$ cat src/rtl/key_event_unit.sv
// Key event controller: synchronizes and debounces eight active-low keys,
// latches press events into W1C flags and raises a maskable level interrupt.
// Register map (Addr): 0 STATE (ro), 1 EVENT (w1c), 2 CTRL {EN, mask}, 3 DEBOUNCE.
module key_event_unit #(
  parameter logic [19:0] DEB_INIT = 20'd50000,
  parameter int unsigned STABLE   = 3
) (
  input  logic        Clk,
  input  logic        Reset,
  input  logic [1:0]  Addr,
  input  logic        WE,
  input  logic [3:0]  BE,
  input  logic [31:0] DIn,
  output logic [31:0] DOut,
  input  logic [7:0]  KIn,
  output logic        IRQ
);

  localparam logic [2:0]  STABLE_CNT = 3'(STABLE);
  // The prescaler runs as a down-counter; its reset load is the terminal
  // count of the reset DEBOUNCE value, which matches "count position 0".
  localparam logic [19:0] TERM_INIT  = (DEB_INIT == 20'd0) ? 20'd0 : DEB_INIT - 20'd1;

  logic [7:0]  sync_meta;
  logic [7:0]  key_sync;
  logic [7:0]  level;
  logic [7:0]  level_nxt;
  logic [2:0]  stab_cnt     [8];
  logic [2:0]  stab_cnt_nxt [8];
  logic [7:0]  press;
  logic [7:0]  evt_flags;
  logic [7:0]  mask;
  logic        en;
  logic [19:0] debounce;
  logic [19:0] deb_wr_val;
  logic [19:0] presc;
  logic [19:0] presc_load;
  logic        tick;
  logic        wr_event;
  logic        wr_ctrl;
  logic        wr_deb;
  logic [7:0]  w1c;
  logic        unused_din;

  // Terminal count for a period P = max(p, 1).
  function automatic logic [19:0] term_of(input logic [19:0] p);
    return (p == 20'd0) ? 20'd0 : p - 20'd1;
  endfunction

  assign wr_event   = WE && (Addr == 2'd1);
  assign wr_ctrl    = WE && (Addr == 2'd2);
  assign wr_deb     = WE && (Addr == 2'd3);
  assign w1c        = (wr_event && BE[0]) ? DIn[7:0] : 8'h00;
  assign deb_wr_val = {BE[2] ? DIn[19:16] : debounce[19:16],
                       BE[1] ? DIn[15:8]  : debounce[15:8],
                       BE[0] ? DIn[7:0]   : debounce[7:0]};
  assign unused_din = ^{DIn[31:20], BE[3]};

  assign tick       = (presc == 20'd0);
  assign presc_load = wr_deb ? term_of(deb_wr_val) : term_of(debounce);

  // Two-flop synchronizer on the inverted (active-high pressed) keys.
  always_ff @(posedge Clk or posedge Reset) begin
    if (Reset) begin
      sync_meta <= 8'h00;
      key_sync  <= 8'h00;
    end else begin
      sync_meta <= ~KIn;
      key_sync  <= sync_meta;
    end
  end

  // Sample-tick prescaler; any DEBOUNCE write restarts the period.
  always_ff @(posedge Clk or posedge Reset) begin
    if (Reset)
      presc <= TERM_INIT;
    else if (wr_deb || tick)
      presc <= presc_load;
    else
      presc <= presc - 20'd1;
  end

  // Per-key stability filter: flip the level after STABLE disagreeing ticks.
  always_comb begin
    level_nxt = level;
    press     = 8'h00;
    for (int i = 0; i < 8; i++) begin
      stab_cnt_nxt[i] = stab_cnt[i];
      if (tick) begin
        if (key_sync[i] == level[i]) begin
          stab_cnt_nxt[i] = 3'd0;
        end else if (stab_cnt[i] + 3'd1 == STABLE_CNT) begin
          stab_cnt_nxt[i] = 3'd0;
          level_nxt[i]    = key_sync[i];
          press[i]        = key_sync[i];
        end else begin
          stab_cnt_nxt[i] = stab_cnt[i] + 3'd1;
        end
      end
    end
  end

  // Debounced levels and their stability counters.
  always_ff @(posedge Clk or posedge Reset) begin
    if (Reset) begin
      level <= 8'h00;
      for (int i = 0; i < 8; i++) stab_cnt[i] <= 3'd0;
    end else begin
      level <= level_nxt;
      for (int i = 0; i < 8; i++) stab_cnt[i] <= stab_cnt_nxt[i];
    end
  end

  // Sticky press flags; a new press beats a same-cycle W1C.
  always_ff @(posedge Clk or posedge Reset) begin
    if (Reset)
      evt_flags <= 8'h00;
    else
      evt_flags <= (evt_flags & ~w1c) | (press & {8{en}});
  end

  // CTRL and DEBOUNCE registers with byte-lane write enables.
  always_ff @(posedge Clk or posedge Reset) begin
    if (Reset) begin
      mask     <= 8'h00;
      en       <= 1'b0;
      debounce <= DEB_INIT;
    end else begin
      if (wr_ctrl && BE[0]) mask <= DIn[7:0];
      if (wr_ctrl && BE[1]) en   <= DIn[8];
      if (wr_deb)           debounce <= deb_wr_val;
    end
  end

  assign IRQ = en & (|(evt_flags & mask));

  // Read mux, unused bits zero.
  always_comb begin
    DOut = 32'h0;
    case (Addr)
      2'd0:    DOut = {24'h0, level};
      2'd1:    DOut = {24'h0, evt_flags};
      2'd2:    DOut = {23'h0, en, mask};
      default: DOut = {12'h0, debounce};
    endcase
  end

endmodule

$ cat config.mk
export PLATFORM = sky130hd
export DESIGN_NAME = key_event_unit
export DESIGN_NICKNAME = d
export VERILOG_FILES = /design/src/rtl/key_event_unit.sv
export SDC_FILE = /design/constraint.sdc
export NUM_CORES = 1
export LEC_CHECK = 0
export BUFFER_PORTS_ARGS = -buffer_cell sky130_fd_sc_hd__buf_2
export CORE_UTILIZATION = 43
export DETAILED_ROUTE_END_ITERATION = 8
export PLACE_DENSITY = 0.64
export SLEW_MARGIN = 20
export SYNTH_ARGS = -nofsm -noshare
export SYNTH_HDL_FRONTEND = slang
export SYNTH_SLANG_ARGS = --single-unit
$ cat constraint.sdc
create_clock -name Clk -period 2.9 [get_ports Clk]
set_clock_uncertainty 0.05 [all_clocks]
set_input_delay 0.29 -clock Clk [delete_from_list [all_inputs] [get_ports Clk]]
set_output_delay 0.29 -clock Clk [all_outputs]
set_load 0.005 [all_outputs]
Word level (Yosys, flattened, before mapping):

Index checks and enable logic that the tools add are counted.

* output and inout port bits: 33
* input port bits: 49
* memory bits (read-only): 0
* bits in writable memories: 0
* word-level logic and storage cells: 137
* bits in registers: 105
* memories: 0
* bits in latches: 0

* shift-type cells: 0
* reductions and logical operators: 20
* divide/modulo/power cells: 0
* $add $sub $neg: 11
* muxes and demuxes: 49
* eq/ne operators: 19
* multipliers: 0
* order comparisons: 0
* bitwise logic cells: 15

Operator list (number)
* two-way mux 20 bit: 4
* logical NOT 20 bit: 3
* case mux 20 bit (3 select lines): 1
* subtractor 20 x 1 -> 20 bit, second input constant: 3
* two-way mux 3 bit: 16
* adder 3 x 1 -> 3 bit, second input constant: 8
* AND 8 bit: 3
* == test 3 x 2 -> 1 bit, second input constant: 8
* two-way mux 1 bit: 24
* two-way mux 8 bit: 3
* AND reduction 3 bit: 8
* NOT 8 bit: 2
* == test 1 bit: 8
* NOT 1 bit: 8
* bitwise OR 8 bit: 1
* OR reduction 8 bit: 1
* logical AND 1 bit: 6
* == test 2 bit, second input constant: 2
* two-way mux 4 bit: 1
* == test 2 x 1 -> 1 bit, second input constant: 1
* logical NOT 2 bit: 1
* AND 1 bit: 1
* logical OR 1 bit: 1

Longest topological paths before layout:

Gate-level depths: netlist (run 1).

* word-level depth: 7
* gate-level depth with buffers: 10
* depth with buffers taken out: 8

Least setup slack after synthesis (run 1):

OpenSTA, ideal clock, no wires.

* path type: input to register
* start: in BE[0]
* end: reg presc[12]
* stages: 9
* data required time: 2.713 ns
* library setup time: 0.137 ns
* arrival time: 2.360 ns
* path buffers: 2
* slack: 0.354 ns
* path through: buf_2 -> buf_1 -> mux2i_1 -> ha_1 -> o21ai_1 -> nor4b_1 -> xnor2_1 -> a221oi_1 -> a21oi_1

* word-level cells in the longest chain between the ends: 5
* elaborated cells on any way between the ends: 6
* those cells by class: add/sub (1); mux (4); reduce/logical (1)

Ends and longest elaborated chain
* start: declaration: line 12 `input logic [3:0] BE,`
* two-way mux 8 bit *: line 56 `BE[0] ? DIn[7:0] : debounce[7:0]};`
* subtractor 20 x 1 -> 20 bit / logical NOT 20 bit (equally long branches): line 47 `return (p == 20'd0) ? 20'd0 : p - 20'd1;`
* two-way mux 20 bit *: line 47
* two-way mux 20 bit *: line 60 `assign presc_load = wr_deb ? term_of(deb_wr_val) : term_of(debounce);`
* two-way mux 20 bit *: line 77 `else if (wr_deb || tick)`
* end signal: assignment: line 78 `presc <= presc_load;`
* end signal: assignment: line 80 `presc <= presc - 20'd1;`
* end: declaration: line 36 `logic [19:0] presc;`

Every way passes the cells marked *; elsewhere a longest branch is shown, timed or not.
A chain may end at the register's enable or synchronous reset.

Final worst setup path (run 1):

* start: reg presc[0]
* end: reg level[4]

* word-level cells in the longest chain between the ends: 2

Ends and longest elaborated chain
* logical NOT 20 bit: line 59 `assign tick = (presc == 20'd0);`
* AND reduction 3 bit (no source line)
* end signal: assignment: line 109 `level <= level_nxt;`
* end: declaration: line 26 `logic [7:0] level;`

Every way passes these cells.

==> results of run 1 <==
==> per-layer routing <==
metal / share of wire, % / wire [um] / vias up / global-route usage, %
met5: 0 / 0 / - / 0
met3: 4.1 / 627 / 24 / 3.71
met4: 2.2 / 332 / 0 / 8.71
met1: 47 / 7260 / 2522 / 29.8
met2: 47 / 7150 / 120 / 34.1
li1: - / - / 2402 / -
==> power by group through the flow <==
stage	logic, mW	registers (mW)	clock network, mW
finish	0.869	2.00	1.32
global route	0.973	2.03	1.42
CTS	0.869	1.99	1.36
detailed placement	0.859	2.02	0
global placement	0.844	2.00	0
floorplan	0.678	1.89	0
==> critical path: stages, from the launching register on <==
cell and delay, ns:
dfstp_2 0.39, inv_1 0.05, ha_1 0.19, or4b_1 0.59
nor4_4 0.36, and2_1 0.27, buf_4 0.26, nand2_1 0.11
mux2_1 0.33
==> flip-flops by register name, summed over array words and instances (netlist names) <==
signal,flops
debounce,20
en,1
evt_flags,8
key_sync,8
level,8
mask,8
presc,20
stab_cnt,24
sync_meta,8
==> cells in the mapped netlist, types with 4 or more instances <==
cell / number
buf_1: 4
or4_1: 14
a21oi_1: 23
dfrtp_1: 90
o41ai_1: 9
nand4b_1: 9
xor2_1: 20
a21o_1: 8
buf_2: 9
nor4_1: 12
nor3_1: 15
a22oi_1: 6
mux2_1: 4
mux2_2: 25
a221oi_1: 13
buf_4: 13
or3_1: 7
and2_1: 9
nand2_1: 67
and3_1: 12
dfstp_2: 15
nor2_1: 30
nand3_1: 7
ha_1: 21
clkbuf_1: 19
mux2i_1: 19
inv_1: 26
o21ai_0: 26
nor4b_1: 12
xnor2_1: 42
mux4_2: 8
o31ai_1: 4
==> final cells by class <==
cell class / count / share of cell area (%)
clock inverter: 6 / 1.41
multi-input combinational: 473 / 47.6
timing repair buffer: 83 / 7.05
inverter: 26 / 1.39
sequential: 105 / 36.3
clock buffer: 9 / 3.09
tap: 184 / 3.16
==> worst paths after layout <==
path                         startpoint      endpoint  depth (start not counted)
hold reg to reg            sync_meta[4]   key_sync[4]                          0
max in group asynchronous         Reset      presc[9]                          4
hold / removal                   KIn[2]  sync_meta[2]                          2
setup / recovery               presc[0]      level[4]                          8
min in group asynchronous         Reset  sync_meta[4]                          3
setup reg to reg               presc[0]      level[4]                          8
==> cells in the final DEF (no fill, tap or decap), drive strengths merged, types with 13 or more instances in the layout <==
cell type,instances
nor2,31
nor3,16
dfstp,15
xor2,20
mux2,29
nor4,14
nand2,68
o21ai,30
a221oi,13
ha,21
inv,26
buf,81
dfrtp,90
mux2i,19
or4,17
xnor2,42
a21oi,23
==> cell families after synthesis <==
group / after synthesis
other: 1
multiplexers: 56
flip-flops: 105
XOR/XNOR: 62
adder cells (fa/ha/maj): 21
AND/OR/NAND/NOR: 214
buffers and inverters: 73
AO/OA/AOI/OAI: 108
==> what timing repair did <==
item | in CTS | in global routing
endpoints found under the hold margin | 4 | 0
hold buffers | 2 | 0
resized for setup | 0 | 0
==> run_results.csv, run 1 <==
group,metric,value,unit
logic_synthesis,ys_ff_latch,105,
power_and_ir_drop,p_per_area,575,nW/um^2
floorplanning,rows,44,
route,routedWlPerCell,17.3,um
clock_network,htreeDepth,3,
route,vias_per_cell,5.72,
route,drt_wl_total,15.4,mm
clock_network,cts_setup_buffers,0,
logic_synthesis,yosysTopAreaCell,"dfrtp_1",
logic_synthesis,synth-simple-area-share,18.6,%
sta,drv_slew,0,
logic_synthesis,ys_warn_count,0,
cells_and_area,nets,768,
power_and_ir_drop,p_comb_share,20.7,%
clock_network,numCtsBuffers,9,
place,port_buffers,56,
floorplanning,die_w,124,um
clock_network,cts_num_sinks,105,
global_route,grt_pass1_vias,5083,
critical_path,r2r_setup_slack,0.15,ns
route,drc,0,
critical_path,arrival,2.94,ns
critical_path,crit_type,"flop to flop",
cells_and_area,utilization,50.1,%
place,post-place-ws,0.171,ns
logic_synthesis,postSynthAreaPerCell,10.0,um^2
cells_and_area,synthToLayoutAreaGrowth,13.5,%
sta,fin_ws,0.151,ns
place,gp_congestion,0.884,
logic_synthesis,netlist_area,6410,um^2
clock_network,insertion_delay,0.36,ns
cells_and_area,regArea,2650,um^2
sta,clock.fmax,0.364,GHz
sta,fin_crit_sh,94.8,%
logic_synthesis,synth_fa_ha_area_share,4.10,%
floorplanning,start_util,44.1,%
sta,timing.final.hold_violations,0,
sta,relSlewSlack,42.8,%
critical_path,end_kind,"flop",
cells_and_area,diodes,0,
clock_network,cts_max_path_buffers,2,
route,first_iter_violations,368,
cells_and_area,multiInputGateArea,3460,um^2
critical_path,path_max_fanout,18,
clock_network,ctsRootBufferMaster,"clkbuf_16",
clock_network,tritoncts,"built",
route,first_pass_iters,5,
logic_synthesis,postSynthCellCount,640,
cells_and_area,fillers,1319,
place,hpwl,11.1,mm
worst_hold_path,hp-class,"input pin to flop",
logic_synthesis,synthArstFlopShare,100,%
logic_synthesis,synth_top_area_share,35.1,%
floorplanning,die_area,15400,um^2
critical_path,cp-start-kind,"flop",
power_and_ir_drop,power_frac_seq,47.7,%
sta,rsz0062_at_grt,"no",
route,antenna_left,0,
logic_synthesis,ys.flop_type,"dfrtp_1",
clock_network,cts.clk_slew.worst_paths,0.07,ns
global_route,antenna_found_initial,0,
power_and_ir_drop,p_leak,3.25,nW
sta,setup_violations,0,
critical_path,cp.required,3.09,ns
logic_synthesis,synth_compound_area_share,11.2,%
cells_and_area,layout.cells.non_filler,886,
outcome,status,"finished clean",
power_and_ir_drop,power.total,4.19,mW
sta,hold_ws,0.0129,ns
logic_synthesis,synthDistinctLibCells,60,
floorplanning,io_pins,82,
power_and_ir_drop,p_int,2.91,mW
logic_synthesis,seq_area_frac_synth,41.3,%
global_route,grt_pass1_wl,25.5,mm
sta,min_period,2.75,ns
power_and_ir_drop,p_sw,1.28,mW
power_and_ir_drop,vdd_drop_max,391,uV
power_and_ir_drop,swShare,30.5,%
cells_and_area,layout-drive-gt1-share,22.5,%
sta,worst_slew_pin_slew,0.857,ns
floorplanning,die_y,124,um
power_and_ir_drop,clkPwrFrac,31.6,%
route,vias,5068,
flow_run,cap_violations,0,
logic_synthesis,synthMuxAreaShare,10.9,%
floorplanning,core_area,14500,um^2
global_route,grt_max_degree,46,
place,place_area,6930,um^2
sta,tns,0,ns
global_route,grt_use_total,21.7,%
logic_synthesis,synth_xor_area_share,8.47,%
logic_synthesis,synthTopCellsByArea,"dfrtp_1, dfstp_2, xnor2_1",
logic_synthesis,synth_top_family_by_area,"simple AND/OR/NAND/NOR gates",
global_route,grt_overflow_total,0,
logic_synthesis,synth-edff-count,0,
cells_and_area,final_area,7280,um^2
place,placedCellCount,869,
Power figures use the tool's default switching activity.
==> inputs of run 2 (changes only) <==
--- a/config.mk
+++ b/config.mk
@@ -9,6 +9,7 @@
 export CORE_UTILIZATION = 43
 export DETAILED_ROUTE_END_ITERATION = 8
 export PLACE_DENSITY = 0.64
+export SETUP_SLACK_MARGIN = 0.5
 export SLEW_MARGIN = 20
 export SYNTH_ARGS = -nofsm -noshare
 export SYNTH_HDL_FRONTEND = slang
==> run_results.csv, run 2 (synthesized netlist as in run 1, its figures left out) <==
group,metric,value,unit
global_route,antenna_found_initial,0,
clock_network,numCtsBuffers,9,
cells_and_area,nets,777,
cells_and_area,final_cell_mix,"dfrtp_1, nand2_1, buf_2",
floorplanning,start_util,44.1,%
power_and_ir_drop,p_int,2.87,mW
clock_network,cts_max_path_buffers,2,
cells_and_area,fillers,1292,
critical_path,cp.required,3.13,ns
place,gp_congestion,0.902,
sta,worst_slew_pin_slew,0.841,ns
sta,setup_violations,0,
place,hpwl,11.2,mm
global_route,grt_overflow_total,0,
power_and_ir_drop,swShare,32.1,%
power_and_ir_drop,power.total,4.23,mW
power_and_ir_drop,p_leak,3.34,nW
power_and_ir_drop,p_comb_share,22.7,%
critical_path,crit_type,"flop to flop",
clock_network,tritoncts,"built",
clock_network,cts.clk_slew.worst_paths,0.07,ns
global_route,use_met3,2.98,%
global_route,use_met1,29.3,%
global_route,gr-usage-met2,34.8,%
floorplanning,die_y,124,um
cells_and_area,regArea,2650,um^2
route,first_pass_iters,5,
sta,min_period,2.44,ns
route,drc,0,
cells_and_area,diodes,0,
route,routedWlPerCell,17.7,um
sta,timing.final.hold_violations,0,
flow_run,cap_violations,0,
critical_path,path_max_fanout,34,
critical_path,r2r_setup_slack,0.46,ns
global_route,grt_pass1_vias,5128,
floorplanning,die_area,15400,um^2
sta,relSlewSlack,43.8,%
critical_path,arrival,2.67,ns
power_and_ir_drop,vdd_drop_max,328,uV
power_and_ir_drop,p_sw,1.36,mW
clock_network,cts_num_sinks,105,
place,port_buffers,56,
sta,fin_crit_sh,84.2,%
route,drt_wl_total,15.8,mm
cells_and_area,top_regs,"stab_cnt (24), debounce (20), presc (20)",
global_route,grt_use_total,21.6,%
floorplanning,rows,44,
cells_and_area,largest_reg_flops,24,
power_and_ir_drop,p_per_area,561,nW/um^2
cells_and_area,multiInputGateArea,3670,um^2
sta,drv_slew,0,
cells_and_area,final_common_cell,"dfrtp_1",
clock_network,ctsHoldBuffers,0,
global_route,grt_pass1_wl,25.6,mm
floorplanning,io_pins,82,
global_route,grt_max_degree,41,
power_and_ir_drop,clkPwrFrac,29.9,%
global_route,busiest_layer,"met2",
cells_and_area,synthToLayoutAreaGrowth,17.4,%
worst_hold_path,hp-class,"input pin to flop",
cells_and_area,largest_register,"stab_cnt",
sta,rsz0062_at_grt,"yes",
cells_and_area,layout-drive-gt1-share,27.9,%
route,vias_per_cell,5.79,
outcome,status,"finished clean",
sta,clock.fmax,0.409,GHz
clock_network,htreeDepth,3,
critical_path,cp-start-kind,"flop",
critical_path,end_kind,"flop",
sta,tns,0,ns
route,antenna_left,0,
worst_hold_path,min_path_cells,2,
clock_network,insertion_delay,0.36,ns
floorplanning,core_area,14500,um^2
power_and_ir_drop,power_frac_seq,47.4,%
route,vias,5192,
floorplanning,die_w,124,um
route,first_iter_violations,330,
critical_path,ff2ff_path_depth,9,
clock_network,ctsRootBufferMaster,"clkbuf_16",
-- run 2: cell count changes in the layout (fill, tap and decap cells not counted), moves of 3 or more --
cell,previous run,this run
a221oi_1,13,3
a221oi_2,0,9
buf_4,23,28
nor2_4,0,3
nor4_1,12,7
nor4_2,1,6
-- run 2: stage by stage --
stage | instances | hold WS, ns | util [%] | cell area, um^2 | setup slack, ns
after floorplan | 651 | 0.281 | - | 6460 | 0.527
after global placement | 872 | 0.283 | 47.9 | 6970 | 0.199
after detailed placement | 872 | 0.285 | 47.9 | 6970 | 0.129
after CTS | 891 | 0.00157 | 50.6 | 7360 | 0.458
after global routing | 896 | 0.00755 | 51.8 | 7530 | 0.320
final | 896 | 0.0102 | 51.8 | 7530 | 0.457
-- run 2: layout make-up --
cell class	count	area share, %
multi-input combinational	476	48.8
sequential	105	35.2
timing repair buffer	89	7.66
tap	184	3.06
clock buffer	10	3.04
inverter	26	1.35
clock inverter	6	0.963
-- run 2: final timing paths --
kind / start / to
worst max register to register: presc[0] / stab_cnt[9]
worst max-delay path: presc[0] / stab_cnt[9]
min in group asynchronous: Reset / level[5]
worst min-delay path: KIn[6] / sync_meta[6]
max in group asynchronous: Reset / debounce[15]
worst min register to register: sync_meta[2] / key_sync[2]
-- run 2: power by group through the flow --
stage                     Combinational (mW)  Clock [mW]  Sequential, mW
after floorplan                        0.679           0            1.89
after global placement                 0.865           0            1.99
after detailed placement               0.885           0            2.01
after CTS                              0.918        1.28            1.98
after global routing                    1.06        1.33            2.04
final                                  0.960        1.26            2.00
-- run 2: repair_timing --
item                                    CTS  global route
pin swaps                                 0             5
cloned                                    0             3
endpoints found under the setup margin   50            45
buffers inserted                          3             2
resized for setup                        14            27
-- run 2: critical path, cell delays in order, from the launching register on --
cell and delay, ns:
dfstp_2 0.38, inv_1 0.06, ha_2 0.19, or4b_4 0.49
nor4_4 0.17, buf_4 0.16, nand2_2 0.06, buf_12 0.19
or4_1 0.51, o21ai_0 0.09
-- run 2: metal layers --
layer | wire length [um] | up-vias | share of wire [%]
met2 | 7480 | 149 | 47
met1 | 7390 | 2580 | 47
met5 | 0 | - | 0
met4 | 302 | 0 | 1.9
li1 | - | 2439 | -
met3 | 661 | 24 | 4.2
